<file path="config.mk">
export PLATFORM = sky130hd
export DESIGN_NAME = lsu_mem_ctrl
export DESIGN_NICKNAME = d
export VERILOG_FILES = /design/src/rtl/lsu_mem_ctrl.sv
export SDC_FILE = /design/constraint.sdc
export NUM_CORES = 1
export LEC_CHECK = 0
export BUFFER_PORTS_ARGS = -buffer_cell sky130_fd_sc_hd__buf_2
export CORE_ASPECT_RATIO = 0.8
export CORE_MARGIN = 4
export CORE_UTILIZATION = 35
export CTS_CLUSTER_SIZE = 16
export DETAILED_ROUTE_END_ITERATION = 6
export GPL_ROUTABILITY_DRIVEN = 0
export SETUP_SLACK_MARGIN = 0.05
export SYNTH_ARGS = -nofsm -noshare
export SYNTH_HDL_FRONTEND = slang
export SYNTH_SLANG_ARGS = --single-unit
</file>
<file path="constraint.sdc">
create_clock -name clk -period 5.19 [get_ports clk]
set_clock_uncertainty 0.15 [all_clocks]
set_input_delay 1.038 -clock clk [delete_from_list [all_inputs] [get_ports clk]]
set_output_delay 1.038 -clock clk [all_outputs]
set_load 0.02 [all_outputs]
</file>
<file path="src/rtl/lsu_mem_ctrl.sv">
`default_nettype none
// +------------------------------------------------------------------------+
// | lsu_mem_ctrl: load/store unit, one outstanding split-handshake bus op.  |
// | Revision: 1.0                                                          |
// +------------------------------------------------------------------------+
module lsu_mem_ctrl #(
  parameter int TIMEOUT_CYCLES = 255,
  parameter int RD_W           = 5
) (
  input  logic            clk,
  input  logic            rst_n,
  input  logic            req_mem_i,
  output logic            req_ready_o,
  input  logic            op_load_i,
  input  logic            op_store_i,
  input  logic            op_lb_i,
  input  logic            op_lh_i,
  input  logic            op_lw_i,
  input  logic            op_lbu_i,
  input  logic            op_lhu_i,
  input  logic [31:0]     addr_i,
  input  logic [3:0]      wmask_i,
  input  logic [31:0]     wdata_i,
  input  logic [RD_W-1:0] rd_i,
  input  logic            misaligned_load_i,
  input  logic            misaligned_store_i,
  input  logic            flush_i,
  output logic            bus_req_valid_o,
  input  logic            bus_req_ready_i,
  output logic            bus_req_we_o,
  output logic [31:0]     bus_req_addr_o,
  output logic [3:0]      bus_req_wmask_o,
  output logic [31:0]     bus_req_wdata_o,
  input  logic            bus_rsp_valid_i,
  output logic            bus_rsp_ready_o,
  input  logic [31:0]     bus_rsp_rdata_i,
  input  logic            bus_rsp_err_i,
  output logic            wb_valid_o,
  input  logic            wb_ready_i,
  output logic [RD_W-1:0] wb_rd_o,
  output logic [31:0]     wb_data_o,
  output logic            exc_valid_o,
  output logic [3:0]      exc_cause_o,
  output logic [31:0]     exc_tval_o,
  output logic            busy_o
);

  localparam int         c_CNT_W     = (TIMEOUT_CYCLES > 1) ? $clog2(TIMEOUT_CYCLES) : 1;
  localparam logic [c_CNT_W-1:0] c_TO_LAST = c_CNT_W'(TIMEOUT_CYCLES - 1);
  localparam logic [3:0] c_CAUSE_LMA = 4'd4;
  localparam logic [3:0] c_CAUSE_LFT = 4'd5;
  localparam logic [3:0] c_CAUSE_SMA = 4'd6;
  localparam logic [3:0] c_CAUSE_SFT = 4'd7;

  typedef enum logic [2:0] {
    S_IDLE  = 3'd0,
    S_ADDR  = 3'd1,
    S_RESP  = 3'd2,
    S_WB    = 3'd3,
    S_DRAIN = 3'd4
  } state_t;

  state_t            r_state, w_state_nxt;
  logic [31:0]       r_addr, r_wdata, r_wb_data, r_exc_tval;
  logic [3:0]        r_wmask, r_exc_cause;
  logic [RD_W-1:0]   r_rd;
  logic              r_we, r_lb, r_lh, r_lbu, r_lhu, r_exc_valid;
  logic [c_CNT_W-1:0] r_cnt;

  logic              w_latch, w_cnt_clr, w_cnt_inc, w_wb_load, w_exc_set;
  logic [3:0]        w_exc_cause;
  logic [31:0]       w_exc_tval, w_fmt;
  logic [7:0]        w_byte;
  logic [15:0]       w_half;

  // Lane extraction uses the latched address, since addr_i has moved on by now.
  always_comb begin
    case (r_addr[1:0])
      2'd0:    w_byte = bus_rsp_rdata_i[7:0];
      2'd1:    w_byte = bus_rsp_rdata_i[15:8];
      2'd2:    w_byte = bus_rsp_rdata_i[23:16];
      default: w_byte = bus_rsp_rdata_i[31:24];
    endcase
    w_half = r_addr[1] ? bus_rsp_rdata_i[31:16] : bus_rsp_rdata_i[15:0];
    if (r_lb)       w_fmt = {{24{w_byte[7]}}, w_byte};
    else if (r_lbu) w_fmt = {24'd0, w_byte};
    else if (r_lh)  w_fmt = {{16{w_half[15]}}, w_half};
    else if (r_lhu) w_fmt = {16'd0, w_half};
    else            w_fmt = bus_rsp_rdata_i;
  end

  always_comb begin
    w_state_nxt     = r_state;
    w_latch         = 1'b0;
    w_cnt_clr       = 1'b0;
    w_cnt_inc       = 1'b0;
    w_wb_load       = 1'b0;
    w_exc_set       = 1'b0;
    w_exc_cause     = 4'd0;
    w_exc_tval      = r_addr;
    req_ready_o     = 1'b0;
    bus_req_valid_o = 1'b0;
    bus_rsp_ready_o = 1'b0;
    wb_valid_o      = 1'b0;
    case (r_state)
      S_IDLE: begin
        req_ready_o = 1'b1;
        if (req_mem_i && !flush_i) begin
          if (misaligned_load_i || misaligned_store_i) begin
            w_exc_set   = 1'b1;
            w_exc_cause = misaligned_load_i ? c_CAUSE_LMA : c_CAUSE_SMA;
            w_exc_tval  = addr_i;
          end else begin
            w_latch     = 1'b1;
            w_state_nxt = S_ADDR;
          end
        end
      end
      S_ADDR: begin
        bus_req_valid_o = 1'b1;
        if (bus_req_ready_i) begin
          w_cnt_clr   = 1'b1;
          w_state_nxt = flush_i ? S_DRAIN : S_RESP;
        end else if (flush_i) begin
          w_state_nxt = S_IDLE;
        end
      end
      S_RESP: begin
        bus_rsp_ready_o = 1'b1;
        if (bus_rsp_valid_i) begin
          w_state_nxt = S_IDLE;
          if (!flush_i) begin
            if (bus_rsp_err_i) begin
              w_exc_set   = 1'b1;
              w_exc_cause = r_we ? c_CAUSE_SFT : c_CAUSE_LFT;
            end else if (!r_we) begin
              w_wb_load = 1'b1;
              if (r_rd != '0) w_state_nxt = S_WB;
            end
          end
        end else if (flush_i) begin
          w_state_nxt = S_DRAIN;
        end else if ((TIMEOUT_CYCLES != 0) && (r_cnt == c_TO_LAST)) begin
          // The response may still arrive; DRAIN soaks it up.
          w_exc_set   = 1'b1;
          w_exc_cause = r_we ? c_CAUSE_SFT : c_CAUSE_LFT;
          w_state_nxt = S_DRAIN;
        end else begin
          w_cnt_inc = 1'b1;
        end
      end
      S_WB: begin
        wb_valid_o = 1'b1;
        if (wb_ready_i || flush_i) w_state_nxt = S_IDLE;
      end
      S_DRAIN: begin
        bus_rsp_ready_o = 1'b1;
        if (bus_rsp_valid_i) w_state_nxt = S_IDLE;
      end
      default: w_state_nxt = S_IDLE;
    endcase
  end

  always_ff @(posedge clk or negedge rst_n) begin
    if (!rst_n) begin
      r_state     <= S_IDLE;
      r_addr      <= '0;
      r_wmask     <= '0;
      r_wdata     <= '0;
      r_rd        <= '0;
      r_we        <= 1'b0;
      r_lb        <= 1'b0;
      r_lh        <= 1'b0;
      r_lbu       <= 1'b0;
      r_lhu       <= 1'b0;
      r_cnt       <= '0;
      r_wb_data   <= '0;
      r_exc_valid <= 1'b0;
      r_exc_cause <= '0;
      r_exc_tval  <= '0;
    end else begin
      r_state     <= w_state_nxt;
      r_exc_valid <= w_exc_set;
      if (w_latch) begin
        r_addr  <= addr_i;
        r_wmask <= op_store_i ? wmask_i : 4'd0;
        r_wdata <= wdata_i;
        r_rd    <= rd_i;
        r_we    <= op_store_i;
        r_lb    <= op_lb_i;
        r_lh    <= op_lh_i;
        r_lbu   <= op_lbu_i;
        r_lhu   <= op_lhu_i;
      end
      if (w_cnt_clr)      r_cnt <= '0;
      else if (w_cnt_inc) r_cnt <= r_cnt + c_CNT_W'(1);
      if (w_wb_load) r_wb_data <= w_fmt;
      if (w_exc_set) begin
        r_exc_cause <= w_exc_cause;
        r_exc_tval  <= w_exc_tval;
      end
    end
  end

  assign bus_req_we_o    = r_we;
  assign bus_req_addr_o  = r_addr;
  assign bus_req_wmask_o = r_wmask;
  assign bus_req_wdata_o = r_wdata;
  assign wb_rd_o         = r_rd;
  assign wb_data_o       = r_wb_data;
  assign exc_valid_o     = r_exc_valid;
  assign exc_cause_o     = r_exc_cause;
  assign exc_tval_o      = r_exc_tval;
  assign busy_o          = (r_state != S_IDLE);

  // op_lw_i is the fall-through case of the formatter and needs no latch.
  logic w_unused;
  assign w_unused = op_lw_i ^ op_load_i;

endmodule
`default_nettype wire

</file>
==> run_results.csv, run 1 <==
group,metric,value,unit
floorplanning,die_y,136,um
floorplanning,io_pins,270,
min_path,hold_path_startpoint,"exc_cause_o[2]",
global_route,overflow,0,
worst_setup_path,setup.worst_path.start_class,"input port",
worst_setup_path,worstPathMaxFanout,20,
clocking,clkTransAtPathRegs,0.07,ns
routing,drt_wl_total,19700,um
run,maxCapViolCount,0,
synthesis,synth.ff_latch_count,157,
synthesis,synth_area_leaders,"dfrtp_1, mux2_2, nand2_1, o22a_1, mux4_2",
cells_and_area,layout.cells.non_filler,1094,
synthesis,synthTopCellsByCount,"dfrtp_1, mux2_2, nand2_1",
cells_and_area,drive_gt1_share,55.4,%
timing,rsz0062_at_grt,"false",
routing,wl_met2,9160,um
floorplanning,die_w,168,um
cells_and_area,syn2layout_area_growth,30.5,%
timing,maxSlewHeadroom,20.5,%
clocking,cts_tree,"yes",
floorplanning,dieArea,0.0229,sq mm
worst_setup_path,worstPathRequired,5.35,ns
synthesis,syn_avg_cell_area,12.8,sq um
clocking,clk_path_buf_depth,2,
min_path,holdPathStages,1,
synthesis,synth_cell_type_count,51,
routing,drcViolationCount,0,
power,peakVddDrop,0.308,mV
global_route,grt_pass1_wl,30700,um
clocking,clock_sinks,157,
synthesis,synth.most_common_cell,"dfrtp_1",
clocking,cts_buffers,17,
synthesis,syn_nets,684,
clocking,cts_resized,0,
global_route,grt_pass1_vias,5527,
clocking,worstSkewPairLatency,0.42,ns
routing,drtPass1Iterations,5,
routing,viasPerCell,5.01,
clocking,cts_root_buf,"clkbuf_16",
synthesis,synth_top_area_share,54.8,%
routing,highest_layer,"met4",
worst_setup_path,crit_arrival,3.34,ns
floorplanning,row_count,46,
routing,vias,5486,
timing,final_max_slew_viol_count,0,
routing,met1Wirelength,8600,um
place,place_inst,1062,
cells_and_area,antenna_cells,0,
power,p_per_area,656,mW/mm^2
worst_setup_path,r2r_start,"r_state[1]",
timing,worst_pin_slew,1.19,ns
cells_and_area,fill_cells,1865,
timing,fin_crit_sh,61.3,%
cells_and_area,nNetsFinal,941,
place,portBuffers,266,
floorplanning,initial_core_util,35.9,%
floorplanning,core,0.0200,sq mm
synthesis,synth_largest_area_cell,"dfrtp_1",
routing,wl_met3,1790,um
clocking,postCtsHoldBufs,0,
synthesis,synthFlopType,"dfrtp_1",
synthesis,synthCells,560,
status,status,"completed",
cells_and_area,multiInputGateArea,0.00306,sq mm
timing,fin_setup_tns,0,ns
synthesis,synth_area,0.00717,sq mm
timing,hold_viol_final,0,
synthesis,seq_area_frac_synth,54.8,%
cells_and_area,seq_area,0.00393,sq mm
routing,wl_per_cell,18.0,um
timing,min_period,3.18,ns
min_path,hold_class,"reg -> reg",
synthesis,yosysWarnings,0,
power,leakage,4.55,nW
worst_setup_path,ff2ff_path_depth,5,
worst_setup_path,timing.rr.end,"exc_tval_o[10]",
routing,initialDrtViolationCount,350,
worst_setup_path,critPathKind,"in -> reg",
clocking,htreeDepth,4,
worst_setup_path,critPathCaptureType,"register",
cells_and_area,final_core_util,46.8,%
min_path,min_to,"exc_cause_o[2]",
place,dp_hpwl,14300,um
clocking,post_cts_buffers,0,
global_route,grt.total_usage,17.0,%
routing,drtAntennaViolNets,0,
global_route,antenna_found_initial,0,
synthesis,synth-async-reset-ratio,100,%
synthesis,synth_edf_count,0,
worst_setup_path,reg2reg_slack,2.21,ns
timing,timing.fmax,314,MHz
global_route,grt_max_degree,81,
timing,setup_viol,0,
-- placed cells by master, fill, tap and decap left out, drive strengths merged, types with 4 or more instances in the layout --
cell / n
buf: 271
mux2: 139
inv: 16
clkbuf: 18
a311oi: 8
dfrtp: 157
nand3: 4
o21ai: 9
o22a: 24
nor2: 21
nand2: 64
mux4: 8
a21oi: 29
a21o: 8
-- layer usage --
metal | vias to the layer above | track usage [%]
li1 | 2558 | -
met5 | - | 0
met3 | 14 | 7.01
met1 | 2714 | 22.3
met4 | 0 | 4.06
met2 | 200 | 26.5
-- layout make-up --
class / instances / share of cell area, %
clock buffer: 18 / 4.69
sequential: 157 / 42.0
tap: 264 / 3.53
multi-input combinational: 363 / 32.7
timing repair buffer: 271 / 15.0
clock inverter: 14 / 1.81
inverter: 7 / 0.281
-- report_power, final --
| group | total, mW | switching (mW) | leakage (nW) | internal, mW |
|---|---|---|---|---|
| combinational | 2.68 | 1.55 | 2.30 | 1.14 |
| sequential | 2.16 | 0.376 | 1.94 | 1.78 |
| clock | 1.30 | 0.559 | 0.302 | 0.742 |
| total | 6.14 | 2.48 | 4.55 | 3.66 |
-- sequential cells by signal, indices dropped and copies added (netlist names), 3 cells and up --
register / count
bus_req_addr_o: 32
bus_req_wdata_o: 32
exc_tval_o: 32
wb_data_o: 32
r_cnt: 8
wb_rd_o: 5
bus_req_wmask_o: 4
exc_cause_o: 3
r_state: 3
-- cell families after synthesis --
| logic type | share of synthesized area (%) |
|---|---|
| AOI/OAI and AO/OA | 9.44 |
| xor gates and xnor gates | 0.244 |
| adders and majority gates | 0.349 |
| buffers and inverters | 2.86 |
| DFF | 54.8 |
| muxes | 24.6 |
| other | 0.0523 |
| and+or+nand+nor | 7.63 |
-- critical path: stages --
cell	delay (ns)
buf_2	0.13
nor4b_1	0.51
nand2_1	0.26
o22ai_4	0.65
buf_4	0.36
mux2_2	0.36
-- worst max path at each step --
stage	from	cells after the start	slack, ns	to
final	flush_i	6	2.01	exc_tval_o[10]
after CTS	flush_i	6	1.99	exc_tval_o[12]
after global placement	flush_i	6	1.57	exc_tval_o[12]
after detailed placement	flush_i	6	1.52	exc_tval_o[13]
after floorplan	flush_i	5	2.43	exc_tval_o[10]
after global routing	flush_i	6	1.86	exc_tval_o[12]
-- through the flow --
step | setup slack [ns] | cell area (sq um) | total power, mW | hold WS (ns)
after floorplan | 2.43 | 7170 | 3.93 | 0.345
after global placement | 1.57 | 8750 | 4.85 | 0.299
after detailed placement | 1.52 | 8750 | 4.89 | 0.306
after CTS | 1.99 | 9360 | 6.22 | 0.322
after global routing | 1.86 | 9360 | 6.53 | 0.355
final | 2.01 | 9360 | 6.14 | 0.320
Power figures use the tool's default switching activity.
==> run 2: changes to the inputs <==
Clock period 5.19 ns to 3.1 ns, I/O delays scaled along.
==> run_results.csv, run 2 (synthesis results as in run 1) <==
group,metric,value,unit
timing,setup_viol,0,
cells_and_area,layout_commonest_cell,"buf_2",
min_path,hold_class,"in -> reg",
cells_and_area,nNetsFinal,949,
worst_setup_path,crit_chain,"nor4b_1 > nand2_1 > o22ai_4 > buf_12 > mux2_2",
cells_and_area,final_core_util,47.3,%
floorplanning,initial_core_util,35.9,%
worst_setup_path,crit_start,"r_state[1]",
worst_setup_path,worstPathMaxFanout,34,
global_route,grt.total_usage,17.5,%
clocking,worstSkewPairLatency,0.43,ns
worst_setup_path,setup.worst_path.start_class,"register",
cells_and_area,antenna_cells,0,
clocking,cts_root_buf,"clkbuf_16",
cells_and_area,syn2layout_area_growth,31.8,%
worst_setup_path,crit_arrival,2.63,ns
timing,timing.fmax,408,MHz
timing,hold_viol_final,0,
run,maxCapViolCount,0,
place,place_inst,1069,
worst_setup_path,critPathKind,"reg -> reg",
global_route,grt_max_degree,52,
status,status,"completed",
routing,initialDrtViolationCount,298,
routing,drtPass1Iterations,4,
clocking,clock_sinks,157,
worst_setup_path,worstPathRequired,3.27,ns
timing,fin_crit_sh,79.1,%
power,total_power,10.3,mW
power,peakVddDrop,0.456,mV
global_route,antenna_found_initial,0,
place,portBuffers,266,
min_path,hold_path_startpoint,"wdata_i[28]",
routing,vias,5520,
floorplanning,dieArea,0.0229,sq mm
timing,worst_pin_slew,1.19,ns
floorplanning,core,0.0200,sq mm
worst_setup_path,critPathCaptureType,"register",
routing,drtAntennaViolNets,0,
clocking,clkTransAtPathRegs,0.08,ns
routing,viasPerCell,5.01,
cells_and_area,mostFrequentLayoutCells,"buf_2, dfrtp_1, mux2_2",
global_route,grt_pass1_wl,31500,um
timing,maxSlewHeadroom,20.0,%
place,placed_area,0.00882,sq mm
timing,rsz0062_at_grt,"false",
cells_and_area,design_area,0.00945,sq mm
clocking,cts_tree,"yes",
cells_and_area,drive_gt1_share,55.7,%
clocking,cts_buffers,17,
floorplanning,io_pins,270,
clocking,post_cts_buffers,0,
place,dp_hpwl,14300,um
worst_setup_path,cp_slowest_stage_delay,0.56,ns
floorplanning,row_count,46,
global_route,overflow,0,
power,p_per_area,1100,mW/mm^2
routing,drt_wl_total,19800,um
worst_setup_path,crit_slowest_cell,"dfrtp_1",
floorplanning,die_w,168,um
clocking,cts_resized,0,
global_route,grt_pass1_vias,5726,
clocking,htreeDepth,4,
timing,fin_setup_tns,0,ns
clocking,clk_path_buf_depth,2,
timing,min_period,2.45,ns
floorplanning,die_y,136,um
routing,drcViolationCount,0,
worst_setup_path,r2r_start,"r_state[1]",
power,leakage,4.59,nW
timing,final_max_slew_viol_count,0,
routing,wl_per_cell,18.0,um
cells_and_area,layout.cells.non_filler,1102,
-- run 2: layout make-up --
type	count	area (sq um)
Clock buffer	18	439
Clock inverter	14	174
Fill cell	1882	10500
Inverter	7	26.3
Multi-Input combinational cell	363	3060
Sequential cell	157	3930
Tap cell	264	330
Timing Repair Buffer	279	1490
-- run 2: report_power, final --
group	internal, mW	total [mW]	switching (mW)
logic	1.94	4.53	2.59
clock network	1.25	2.21	0.962
registers	2.98	3.61	0.631
-- run 2: through the flow --
step	setup WS (ns)	hold slack [ns]
global placement	0.405	0.299
floorplan	0.544	0.174
CTS	0.619	0.237
global route	0.469	0.230
finish	0.648	0.247
detailed placement	0.387	0.305
-- run 2: metal layers --
metal,GRT usage [%],routed length (um),vias to the layer above
met4,5.23,328,0
met5,0,0,-
met3,7.62,1960,21
met2,25.9,8880,208
met1,23.3,8660,2716
li1,-,-,2575
-- run 2: final timing paths --
check                      cells after the start                   to  slack, ns
max in group asynchronous                      3             r_cnt[1]       1.56
setup / recovery                               5        exc_tval_o[3]       0.65
hold reg to reg                                1         wb_data_o[3]       0.32
setup reg to reg                               5        exc_tval_o[3]       0.65
min in group asynchronous                      2   bus_req_wmask_o[0]       0.56
hold / removal                                 2  bus_req_wdata_o[28]       0.25
-- run 2: what timing repair did --
action,4_1_cts,5_1_grt
hold buffers,1,0
setup endpoints to repair,0,0
endpoints found under the hold margin,7,0
-- run 2: critical path, delay by kind of cell (launching register included) --
kind                   cells  cell delay [ns]
buffers and inverters      1             0.23
AOI/OAI and AO/OA          1             0.23
and+or+nand+nor            2             0.77
DFF                        1             0.56
muxes                      1             0.37
